==> config.mk <==
export PLATFORM = sky130hd
export DESIGN_NAME = seg_scan_ctrl
export DESIGN_NICKNAME = d
export VERILOG_FILES = /design/src/rtl/seg_scan_ctrl.sv
export SDC_FILE = /design/constraint.sdc
export NUM_CORES = 1
export LEC_CHECK = 0
export ABC_CLOCK_PERIOD_IN_PS = 2950
export CORE_ASPECT_RATIO = 0.8
export CORE_MARGIN = 2
export CORE_UTILIZATION = 30
export DETAILED_ROUTE_END_ITERATION = 8
export HOLD_SLACK_MARGIN = 0.08
export PLACE_DENSITY = 0.58
export REMOVE_ABC_BUFFERS = 1
export SETUP_SLACK_MARGIN = 0.15
export SYNTH_ARGS = -nofsm -noshare
export SYNTH_HDL_FRONTEND = slang
export SYNTH_SLANG_ARGS = --single-unit
==> constraint.sdc <==
create_clock -name clk -period 2.95 [get_ports clk]
set_input_delay 0.295 -clock clk [delete_from_list [all_inputs] [get_ports clk]]
set_output_delay 0.295 -clock clk [all_outputs]
set_load 0.1 [all_outputs]
==> src/rtl/seg_scan_ctrl.sv <==
// Scan scheduler for a 74HC595 display chain: one digit per refresh slot, hex-decoded into a
// {seg_byte, dig_sel_byte} frame and handed to the serial shifter over start/busy/done.
module seg_scan_ctrl #(
  parameter int unsigned NUM_DIG     = 8,
  parameter int unsigned REFRESH_CNT = 50000,
  parameter int unsigned TIMEOUT     = 1024,
  parameter bit          SEG_ACT_LOW = 1'b1,
  parameter bit          DIG_ACT_LOW = 1'b1
) (
  input  logic                 clk,
  input  logic                 rst,
  input  logic                 en,
  input  logic [4*NUM_DIG-1:0] disp_data,
  input  logic [NUM_DIG-1:0]   dp_mask,
  input  logic [NUM_DIG-1:0]   blank_mask,
  input  logic                 tx_busy,
  input  logic                 tx_done,
  output logic                 tx_start,
  output logic [15:0]          tx_frame,
  output logic [2:0]           dig_idx,
  output logic                 overrun,
  output logic                 timeout_err
);

  localparam int unsigned CntW = $clog2(REFRESH_CNT);
  localparam int unsigned ToW  = $clog2(TIMEOUT);
  localparam logic [2:0]  LastDig  = 3'(NUM_DIG - 1);
  localparam logic [15:0] OffFrame = {(SEG_ACT_LOW ? 8'hFF : 8'h00),
                                      (DIG_ACT_LOW ? 8'hFF : 8'h00)};

  typedef enum logic [1:0] {StIdle, StLoad, StSend, StWaitDone} state_e;

  state_e          state_q;
  logic [CntW-1:0] tick_cnt_q;
  logic [ToW-1:0]  to_cnt_q;
  logic            tick;
  logic [2:0]      next_idx;

  // Masks and nibbles widened to a full 8-digit map so a 3-bit index always selects in range.
  logic [31:0]     disp32;
  logic [7:0]      dp8;
  logic [7:0]      blank8;
  logic [3:0]      nib;
  logic [7:0]      seg_raw;
  logic [7:0]      dig_raw;
  logic [15:0]     load_frame;

  function automatic logic [6:0] hex7(input logic [3:0] h);
    case (h)
      4'h0: hex7 = 7'h3F;
      4'h1: hex7 = 7'h06;
      4'h2: hex7 = 7'h5B;
      4'h3: hex7 = 7'h4F;
      4'h4: hex7 = 7'h66;
      4'h5: hex7 = 7'h6D;
      4'h6: hex7 = 7'h7D;
      4'h7: hex7 = 7'h07;
      4'h8: hex7 = 7'h7F;
      4'h9: hex7 = 7'h6F;
      4'hA: hex7 = 7'h77;
      4'hB: hex7 = 7'h7C;
      4'hC: hex7 = 7'h39;
      4'hD: hex7 = 7'h5E;
      4'hE: hex7 = 7'h79;
      default: hex7 = 7'h71;
    endcase
  endfunction

  assign disp32   = 32'(disp_data);
  assign dp8      = 8'(dp_mask);
  assign blank8   = 8'(blank_mask);
  assign tick     = en && (tick_cnt_q == CntW'(REFRESH_CNT - 1));
  assign tx_start = (state_q == StSend) && !tx_busy;
  assign next_idx = (dig_idx == LastDig) ? 3'd0 : dig_idx + 3'd1;

  always_comb begin
    nib        = disp32[{dig_idx, 2'b00} +: 4];
    seg_raw    = blank8[dig_idx] ? 8'h00 : {dp8[dig_idx], hex7(nib)};
    dig_raw    = 8'h01 << dig_idx;
    load_frame = {(SEG_ACT_LOW ? ~seg_raw : seg_raw), (DIG_ACT_LOW ? ~dig_raw : dig_raw)};
  end

  always_ff @(posedge clk) begin
    if (rst) begin
      state_q     <= StIdle;
      tick_cnt_q  <= '0;
      to_cnt_q    <= '0;
      dig_idx     <= 3'd0;
      tx_frame    <= OffFrame;
      overrun     <= 1'b0;
      timeout_err <= 1'b0;
    end else begin
      if (!en || tick) begin
        tick_cnt_q <= '0;
      end else begin
        tick_cnt_q <= tick_cnt_q + 1'b1;
      end

      // Ticks are never queued; a tick landing mid-transfer is only flagged.
      if (tick && (state_q != StIdle)) begin
        overrun <= 1'b1;
      end

      case (state_q)
        StIdle: begin
          if (tick) begin
            state_q <= StLoad;
          end
        end
        StLoad: begin
          tx_frame <= load_frame;
          state_q  <= StSend;
        end
        StSend: begin
          if (!tx_busy) begin
            to_cnt_q <= '0;
            state_q  <= StWaitDone;
          end
        end
        StWaitDone: begin
          to_cnt_q <= to_cnt_q + 1'b1;
          if (tx_done) begin
            dig_idx <= next_idx;
            state_q <= StIdle;
          end else if (to_cnt_q == ToW'(TIMEOUT - 1)) begin
            timeout_err <= 1'b1;
            dig_idx     <= next_idx;
            state_q     <= StIdle;
          end
        end
        default: state_q <= StIdle;
      endcase
    end
  end

endmodule
==> summary.md, run 1 <==
| Metric | Value |
|---|---|
| Die X | `112.1 µm` |
| Synth top cells by count | `49 x dfxtp_1, 49 x nor2_1, 19 x ha_1` |
| Pleak | `1.445 nW` |
| CTS tree | `built` |
| Final #Nets | `445` |
| GRT Total Usage | `13.25%` |
| TritonCTS Buffers | `5` |
| Part of the cycle the worst path needs | `84.22%` |
| ANT nets after route | `0` |
| CTS Hold Bufs | `0` |
| Peak Freq | `0.4025 GHz` |
| Routed WL | `6469 µm` |
| Starting DRT DRC Count | `106` |
| Setup Buffers After CTS | `0` |
| Avg WL per Cell | `13.23 µm` |
| Number of synthesized register bits | `49` |
| Post-synthesis cell type count | `46` |
| Async set-reset flop share out of synthesis | `0%` |
| Period minus WS final | `2484 ps` |
| Pre-CTS WS | `334.3 ps` |
| IR drop worst, VDD | `0.3389 mV` |
| EDFF count, synth | `0` |
| Clk buf depth | `2` |
| Warnings from Yosys | `0` |
| Core area | `9076 µm²` |
| Hold_ws | `474.7 ps` |
| DRC viols | `0` |
| Req. time, crit path | `3130 ps` |
| Post-Synthesis Cells | `297` |
| I/O Buffers | `74` |
| Crit Path Max Fanout | `7` |
| H-tree Lvls | `2` |
| Fin. max-slew vios | `0` |
| Rows | `31` |
| Setup Skew | `5.520 ps` |
| CP cell instances | `mux4_1 -> mux2i_4 -> inv_1 -> ha_1 -> mux2_1 -> a221oi_1 -> o21bai_1` |
| Final GP Congestion | `0.7735` |
| HP Class | `register to register` |
| Clock transition at path regs | `70 ps` |
| Area contributors post-synth | `dfxtp_1 35%, mux4_2 8.8%, ha_1 8.5%` |
| Die ar. | `10140 µm²` |
| Initial core utilization | `30.88%` |
| Via count | `2345` |
| Vias/cell | `4.796` |
| IO Pins | `75` |
| Vias in the first global route | `2172` |
| Crit start category | `register` |
| Final critical-path setup slack | `465.6 ps` |
| Sequential share of the synthesized area | `35.00%` |
| Number of max-cap violations | `0` |
| Clock sinks | `49` |
| Crit path DAT | `2660 ps` |
| Status | `finished clean` |
| Largest stage delay, worst path | `640 ps` |
| GRT Residual Overflow | `0` |
| Die Ht | `90.45 µm` |
| First-pass GRT wire length | `10770 µm` |
| Dominant synthesized flop cell | `dfxtp_1` |
| Rel. slew slack | `45.93%` |
| CP max-delay cell | `mux4_1` |
| Pin count of the biggest net entering global routing | `17` |
| Crit path kind | `register to register` |
| Design Power | `1.475 mW` |
| Worst slew pin tran | `790.7 ps` |
| Most area-hungry cell type in the Yosys netlist | `dfxtp_1` |
| Syn Area/Cell | `9.437 µm²` |
| RSZ-0062 raised after global routing | `no` |
| Crit path capture type | `register` |
| Drt pass-1 iters | `4` |
| Final Hold Vio Count | `0` |
| Yosys top cell area share | `35.00%` |
| Clock Tree Root | `clkbuf_16` |
| Area Growth Syn to Fin | `35.31%` |
| Synthesized area | `2803 µm²` |
| Number of diodes | `0` |
| Initial antenna violation count | `0` |
| Cts repair resizes | `0` |
| Pwr Density | `389.0 nW/µm²` |
| Clock latency on the worst-skew pair | `290 ps` |
| # setup viols final | `0` |
| Share of cells above drive strength 1 | `15.78%` |
| HPWL after detailed placement | `5063 µm` |
[worst paths after layout]
check | endpoint | cells past startpoint | slack [ps] | start
worst max-delay path | tx_frame[13] | 7 | 470 | dig_idx[0]
worst max register to register | tx_frame[13] | 7 | 470 | dig_idx[0]
worst min register to register | tick_cnt_q[0] | 1 | 470 | tick_cnt_q[0]
worst min-delay path | tick_cnt_q[0] | 1 | 470 | tick_cnt_q[0]
[metal layers]
layer  GRT usage, %  up-vias  part of all wire (%)
met3          3.289       16                   3.6
li1               -     1183                     -
met4          5.386        0                   2.7
met1          19.45     1104                    53
met2          18.43       42                    41
met5              0        -                     0
[critical path: cells and delay by family, from the launching register on]
kind | cells | cell delay (ps)
AO/OA/AOI/OAI | 2 | 320
multiplexers | 3 | 1190
flip-flops | 1 | 500
buffers and inverters | 1 | 100
adder cells (fa/ha/maj) | 1 | 250
[flip-flops by register name (all words and copies together), names as in the netlist]
| register | count |
|---|---|
| tx_frame | 16 |
| to_cnt_q | 10 |
| overrun | 1 |
| timeout_err | 1 |
| dig_idx | 3 |
| tick_cnt_q | 16 |
| state_q | 2 |
[power by group]
part           total, mW  internal (mW)  switching, mW
clock network      0.670          0.424          0.246
registers          0.664          0.663        0.00123
logic              0.141         0.0944         0.0469
total               1.48           1.18          0.294
[logic make-up after synthesis]
logic type               synth area share (%)
AND/OR/NAND/NOR                         20.49
flip-flops                              35.00
AO/OA/AOI/OAI                           8.169
multiplexers                            16.61
buffers and inverters                   4.063
XOR/XNOR                                7.187
adder cells (fa/ha/maj)                 8.482
[area by class of cell]
cell class | instances | area [µm²]
well taps | 115 | 143.9
repair buffers | 81 | 738.2
fillers | 893 | 5284
clock buffers | 7 | 142.6
inverters | 13 | 48.80
multi-input cells | 223 | 1708
flip-flops and latches | 49 | 980.9
clock inverters | 1 | 30.03
[cell usage in the layout (no fill, tap or decap), types with 9 or more instances in the layout]
| master | count |
|---|---|
| ha_1 | 19 |
| xor2_1 | 13 |
| dfxtp_1 | 49 |
| mux4_2 | 11 |
| nand2_1 | 17 |
| a21oi_1 | 13 |
| clkdlybuf4s50_1 | 52 |
| buf_4 | 29 |
| inv_1 | 11 |
| nor2_1 | 49 |
| nand3_1 | 9 |
| xnor2_1 | 10 |
[stage by stage]
step | cell area [µm²] | instances | util (%) | setup TNS (ps)
3_3_place_gp | 3620 | 481 | 39.88 | 0
6_report | 3792 | 489 | 41.78 | 0
3_5_place_dp | 3620 | 481 | 39.88 | 0
4_1_cts | 3792 | 489 | 41.78 | 0
2_1_floorplan | 2738 | 285 | - | -2017
5_1_grt | 3792 | 489 | 41.78 | 0
No activity file was read; power rests on OpenSTA's default activity.
==> run 2: changes to the inputs <==
--- a/config.mk
+++ b/config.mk
@@ -5,7 +5,7 @@
 export SDC_FILE = /design/constraint.sdc
 export NUM_CORES = 1
 export LEC_CHECK = 0
-export ABC_CLOCK_PERIOD_IN_PS = 2950
+export ABC_CLOCK_PERIOD_IN_PS = 2450
 export CORE_ASPECT_RATIO = 0.8
 export CORE_MARGIN = 2
 export CORE_UTILIZATION = 30
==> constraint.sdc (replaced) <==
create_clock -name clk -period 2.45 [get_ports clk]
set_input_delay 0.245 -clock clk [delete_from_list [all_inputs] [get_ports clk]]
set_output_delay 0.245 -clock clk [all_outputs]
set_load 0.1 [all_outputs]
==> summary.md, run 2 (synthesis gave the netlist of run 1 again) <==
| Metric | Value |
|---|---|
| Status | `finished clean` |
| Largest stage delay, worst path | `520 ps` |
| GRT Total Usage | `13.47%` |
| Setup Skew | `2.619 ps` |
| Crit path kind | `register to register` |
| Initial core utilization | `30.88%` |
| Drt pass-1 iters | `4` |
| Pleak | `1.447 nW` |
| Most common cell after layout, fill and taps aside | `clkdlybuf4s50_1` |
| Placed cells | `486` |
| Crit Path Max Fanout | `5` |
| R2R Path End | `tx_frame[13]` |
| Crit start category | `register` |
| Clock transition at path regs | `60 ps` |
| # fillers | `934` |
| Final #Nets | `450` |
| Peak Freq | `0.4611 GHz` |
| First-pass GRT wire length | `11100 µm` |
| Req. time, crit path | `2630 ps` |
| Initial antenna violation count | `0` |
| Routed WL | `6517 µm` |
| Flop pwr share | `48.8%` |
| IR drop worst, VDD | `0.2572 mV` |
| Rel. slew slack | `59.37%` |
| Core area | `9076 µm²` |
| Hold depth | `1` |
| Starting DRT DRC Count | `117` |
| Net Sw Frac | `20.89%` |
| R2R setup slack | `280 ps` |
| Clock sinks | `49` |
| CTS Hold Bufs | `0` |
| Top flop regs | `tick_cnt_q: 16 flops, tx_frame: 16 flops, to_cnt_q: 10 flops` |
| Comb pwr share | `10.8%` |
| Avg WL per Cell | `13.19 µm` |
| FF/Latch Area | `985.9 µm²` |
| DRC viols | `0` |
| GRT Residual Overflow | `0` |
| Die X | `112.1 µm` |
| Crit path DAT | `2350 ps` |
| Footprint of the multi-input gates | `1714 µm²` |
| Part of the cycle the worst path needs | `88.53%` |
| Period minus WS final | `2169 ps` |
| Clock Tree Root | `clkbuf_16` |
| Worst Reg-to-Reg Cells | `7` |
| Die ar. | `10140 µm²` |
| # setup viols final | `0` |
| Clock latency on the worst-skew pair | `290 ps` |
| Hold Path Sink | `tick_cnt_q[0]` |
| I/O Buffers | `74` |
| Post-layout util | `41.92%` |
| Fin. max-slew vios | `0` |
| Crit path capture type | `register` |
| HP Start | `tick_cnt_q[0]` |
| H-tree Lvls | `2` |
| Setup Buffers After CTS | `0` |
| IO Pins | `75` |
| Number of diodes | `0` |
| Vias/cell | `4.658` |
| HPWL after detailed placement | `5143 µm` |
| Post-route insts no fill | `494` |
| HP Class | `register to register` |
| WP buf/inv | `1` |
| Via count | `2301` |
| Clk pwr share | `40.4%` |
| Worst r2r src | `dig_idx[0]` |
| Final Hold Vio Count | `0` |
| Crit-path leading delay family | `multiplexers` |
| Highest-count cells in the layout ignoring fill and taps | `52 x clkdlybuf4s50_1, 49 x nor2_1, 47 x dfxtp_1` |
| Clk buf depth | `2` |
| TritonCTS Buffers | `5` |
| Final GP Congestion | `0.7970` |
| ANT nets after route | `0` |
| CP cell instances | `mux4_2 -> mux2i_2 -> inv_1 -> ha_1 -> mux2_1 -> a221oi_2 -> o21bai_1` |
| Psw | `0.3418 mW` |
| Final critical-path setup slack | `281.1 ps` |
| Number of max-cap violations | `0` |
| Design Power | `1.636 mW` |
| Area Growth Syn to Fin | `35.76%` |
| CP max-delay cell | `mux4_2` |
| Share of cells above drive strength 1 | `17.68%` |
| Pre-CTS WS | `19.25 ps` |
| Pwr Density | `430.0 nW/µm²` |
| Vias in the first global route | `2253` |
| Pin count of the biggest net entering global routing | `19` |
| RSZ-0062 raised after global routing | `no` |
| Internal | `1.294 mW` |
| CTS tree | `built` |
| Rows | `31` |
| Die Ht | `90.45 µm` |
| Worst slew pin tran | `607.6 ps` |
## run 2: cell count changes in the layout (fill, tap and decap cells not counted)
| cell | delta |
|---|---|
| buf_4 | +5 |
| mux2i_1 | -1 |
| dfxtp_1 | -2 |
| a221oi_1 | -1 |
| mux2i_2 | +1 |
| mux4_2 | +1 |
| clkbuf_1 | +2 |
| bufinv_16 | -1 |
| dfxtp_2 | +1 |
| a221oi_2 | +1 |
| dfxtp_4 | +1 |
| clkbuf_8 | -1 |
| mux4_1 | -1 |
## run 2: worst max-delay path by stage
stage                 startpoint  cells after the start      endpoint
floorplan             dig_idx[0]                      7  tx_frame[13]
global placement    disp_data[4]                      8  tx_frame[13]
detailed placement  disp_data[4]                      8  tx_frame[13]
CTS                   dig_idx[0]                      7  tx_frame[13]
global route          dig_idx[0]                      7  tx_frame[13]
finish                dig_idx[0]                      7  tx_frame[13]
## run 2: power by group through the flow
| stage | Combinational [mW] | Clock [mW] | Sequential [mW] |
|---|---|---|---|
| floorplan | 0.0675 | 0 | 0.817 |
| global placement | 0.172 | 0 | 0.817 |
| detailed placement | 0.174 | 0 | 0.817 |
| CTS | 0.175 | 0.686 | 0.799 |
| global route | 0.192 | 0.724 | 0.798 |
| finish | 0.177 | 0.661 | 0.798 |
## run 2: metal layers
metal	global-route usage, %	routed length [µm]	up-vias
li1	-	-	1196
met1	19.93	3503	1052
met2	19.29	2682	43
met3	3.020	209	10
met4	4.370	121	0
met5	0	0	-
## run 2: repair_timing
item	4_1_cts	5_1_grt
resized for setup	1	5
setup endpoints to repair	5	5
hold endpoints to repair	0	0
## run 2: stage by stage
step,TNS [ps],hold WS [ps],cell area (µm²)
floorplan,-5580,314.1,2738
global placement,0,444.1,3657
detailed placement,0,452.0,3657
CTS,0,467.0,3795
global route,0,491.7,3805
finish,0,463.0,3805
## run 2: layout make-up
| cell class | instances | share of cell area (%) |
|---|---|---|
| clock buffers | 8 | 3.584 |
| inverters | 13 | 1.282 |
| repair buffers | 86 | 20.39 |
| well taps | 115 | 3.782 |
| flip-flops and latches | 49 | 25.91 |
| multi-input cells | 223 | 45.05 |
==> run 3: changes to the inputs <==
--- a/config.mk
+++ b/config.mk
@@ -7,7 +7,6 @@
 export LEC_CHECK = 0
 export ABC_CLOCK_PERIOD_IN_PS = 2450
 export CORE_ASPECT_RATIO = 0.8
-export CORE_MARGIN = 2
 export CORE_UTILIZATION = 30
 export DETAILED_ROUTE_END_ITERATION = 8
 export HOLD_SLACK_MARGIN = 0.08
==> summary.md, run 3 (synthesis gave the netlist of run 1 again) <==
| Metric | Value |
|---|---|
| Avg WL per Cell | `13.00 µm` |
| Period minus WS final | `2120 ps` |
| Hold Path Sink | `tick_cnt_q[0]` |
| Final Hold Vio Count | `0` |
| Final #Nets | `451` |
| Rel. slew slack | `57.76%` |
| Hold_ws | `459.9 ps` |
| Vias in the first global route | `2281` |
| Highest-count cells in the layout ignoring fill and taps | `52 x clkdlybuf4s50_1, 49 x nor2_1, 48 x dfxtp_1` |
| Area Growth Syn to Fin | `36.65%` |
| DRC viols | `0` |
| Peak Freq | `0.4718 GHz` |
| HPWL after detailed placement | `5114 µm` |
| Drt pass-1 iters | `4` |
| Crit path kind | `register to register` |
| Top flop regs | `tick_cnt_q: 16 flops, tx_frame: 16 flops, to_cnt_q: 10 flops` |
| GRT Residual Overflow | `0` |
| Vias/cell | `4.701` |
| RSZ-0062 raised after global routing | `no` |
| H-tree Lvls | `2` |
| Part of the cycle the worst path needs | `86.52%` |
| R2R setup slack | `330 ps` |
| Crit Path Max Fanout | `5` |
| Crit start category | `register` |
| Fin. max-slew vios | `0` |
| Initial antenna violation count | `0` |
| Share of cells above drive strength 1 | `18.95%` |
| Die X | `110.1 µm` |
| Clock latency on the worst-skew pair | `290 ps` |
| First-pass GRT wire length | `10840 µm` |
| Worst slew pin tran | `632.3 ps` |
| HP Start | `tick_cnt_q[0]` |
| Die ar. | `9735 µm²` |
| Crit path DAT | `2290 ps` |
| Clock Tree Root | `clkbuf_16` |
| HP Class | `register to register` |
| TritonCTS Buffers | `5` |
| ANT nets after route | `0` |
| GRT Total Usage | `14.33%` |
| CTS tree | `built` |
| Footprint of the multi-input gates | `1722 µm²` |
| CTS Hold Bufs | `0` |
| Setup Skew | `4.226 ps` |
| Final GP Congestion | `0.8051` |
| Most common cell after layout, fill and taps aside | `clkdlybuf4s50_1` |
| Starting DRT DRC Count | `53` |
| Pwr Density | `432.8 nW/µm²` |
| Clk buf depth | `2` |
| Hold depth | `1` |
| Routed WL | `6433 µm` |
| Clock transition at path regs | `70 ps` |
| Pin count of the biggest net entering global routing | `17` |
| # setup viols final | `0` |
| Design Power | `1.657 mW` |
| I/O Buffers | `74` |
| Status | `finished clean` |
| Worst r2r src | `dig_idx[0]` |
| Initial core utilization | `30.88%` |
| Core area | `9076 µm²` |
| # fillers | `926` |
| Pre-CTS WS | `5.071 ps` |
| Pleak | `1.446 nW` |
| IR drop worst, VDD | `0.2658 mV` |
| Final critical-path setup slack | `330.4 ps` |
| Crit path capture type | `register` |
| R2R Path End | `tx_frame[13]` |
| Via count | `2327` |
| Clock sinks | `49` |
| Die Ht | `88.45 µm` |
| IO Pins | `75` |
| Req. time, crit path | `2620 ps` |
| Number of max-cap violations | `0` |
| Placed cells | `487` |
| Number of diodes | `0` |
| Rows | `31` |
| FF/Latch Area | `984.7 µm²` |
| Post-route insts no fill | `495` |
| Worst Reg-to-Reg Cells | `7` |
==> run 3: cell types whose count changed in the layout (fill, tap and decap cells not counted), sizes merged <==
cell / previous run / this run
buf: 34 / 35
clkbuf: 8 / 5
clkinvlp: 0 / 3
==> run 3: worst max-delay path, stage by stage (launching register included) <==
cell,delay (ps)
dfxtp_4,400
mux4_2,520
mux2i_2,170
inv_1,100
ha_2,210
mux2_1,300
a221oi_2,210
o21bai_1,80
==> run 3: layout make-up <==
type | instances | share of cell area [%]
clock buffer | 5 | 3.267
clock inverter | 3 | 0.5880
inverter | 13 | 1.274
multi-input combinational | 223 | 44.95
sequential | 49 | 25.71
tap | 115 | 3.757
timing repair buffer | 87 | 20.45
==> run 3: repair_timing <==
action | CTS | global route
setup endpoints to repair | 4 | 4
buffers inserted | 0 | 0
resized for setup | 1 | 6
hold endpoints to repair | 0 | 0
==> run 3: through the flow <==
| stage | cell area [µm²] | TNS (ps) | utilization, % |
|---|---|---|---|
| 2_1_floorplan | 2738 | -5580 | - |
| 3_3_place_gp | 3665 | 0 | 40.38 |
| 3_5_place_dp | 3665 | 0 | 40.38 |
| 4_1_cts | 3814 | 0 | 42.02 |
| 5_1_grt | 3830 | 0 | 42.20 |
| 6_report | 3830 | 0 | 42.20 |
==> run 3: per-layer routing <==
metal,track usage [%],share of wire (%),up-vias
met1,20.23,53,1070
met2,22.56,42,46
met5,0,0,-
li1,-,-,1204
met3,2.872,3.7,7
met4,3.152,0.96,0
==> run 3: how the worst max path moves through the flow <==
stage                     slack (ps)          from           end  cells past startpoint
after floorplan                 -960    dig_idx[0]  tx_frame[13]                      7
after global placement            50  disp_data[4]  tx_frame[13]                      8
after detailed placement           5  disp_data[4]  tx_frame[13]                      8
after CTS                        170    dig_idx[0]  tx_frame[13]                      7
after global routing             170    dig_idx[0]  tx_frame[13]                      7
final                            330    dig_idx[0]  tx_frame[13]                      7
==> run 3: power breakdown <==
| group | internal, mW | switching [mW] |
|---|---|---|
| Sequential | 0.797 | 0.00138 |
| Combinational | 0.120 | 0.0600 |
| Clock | 0.378 | 0.301 |
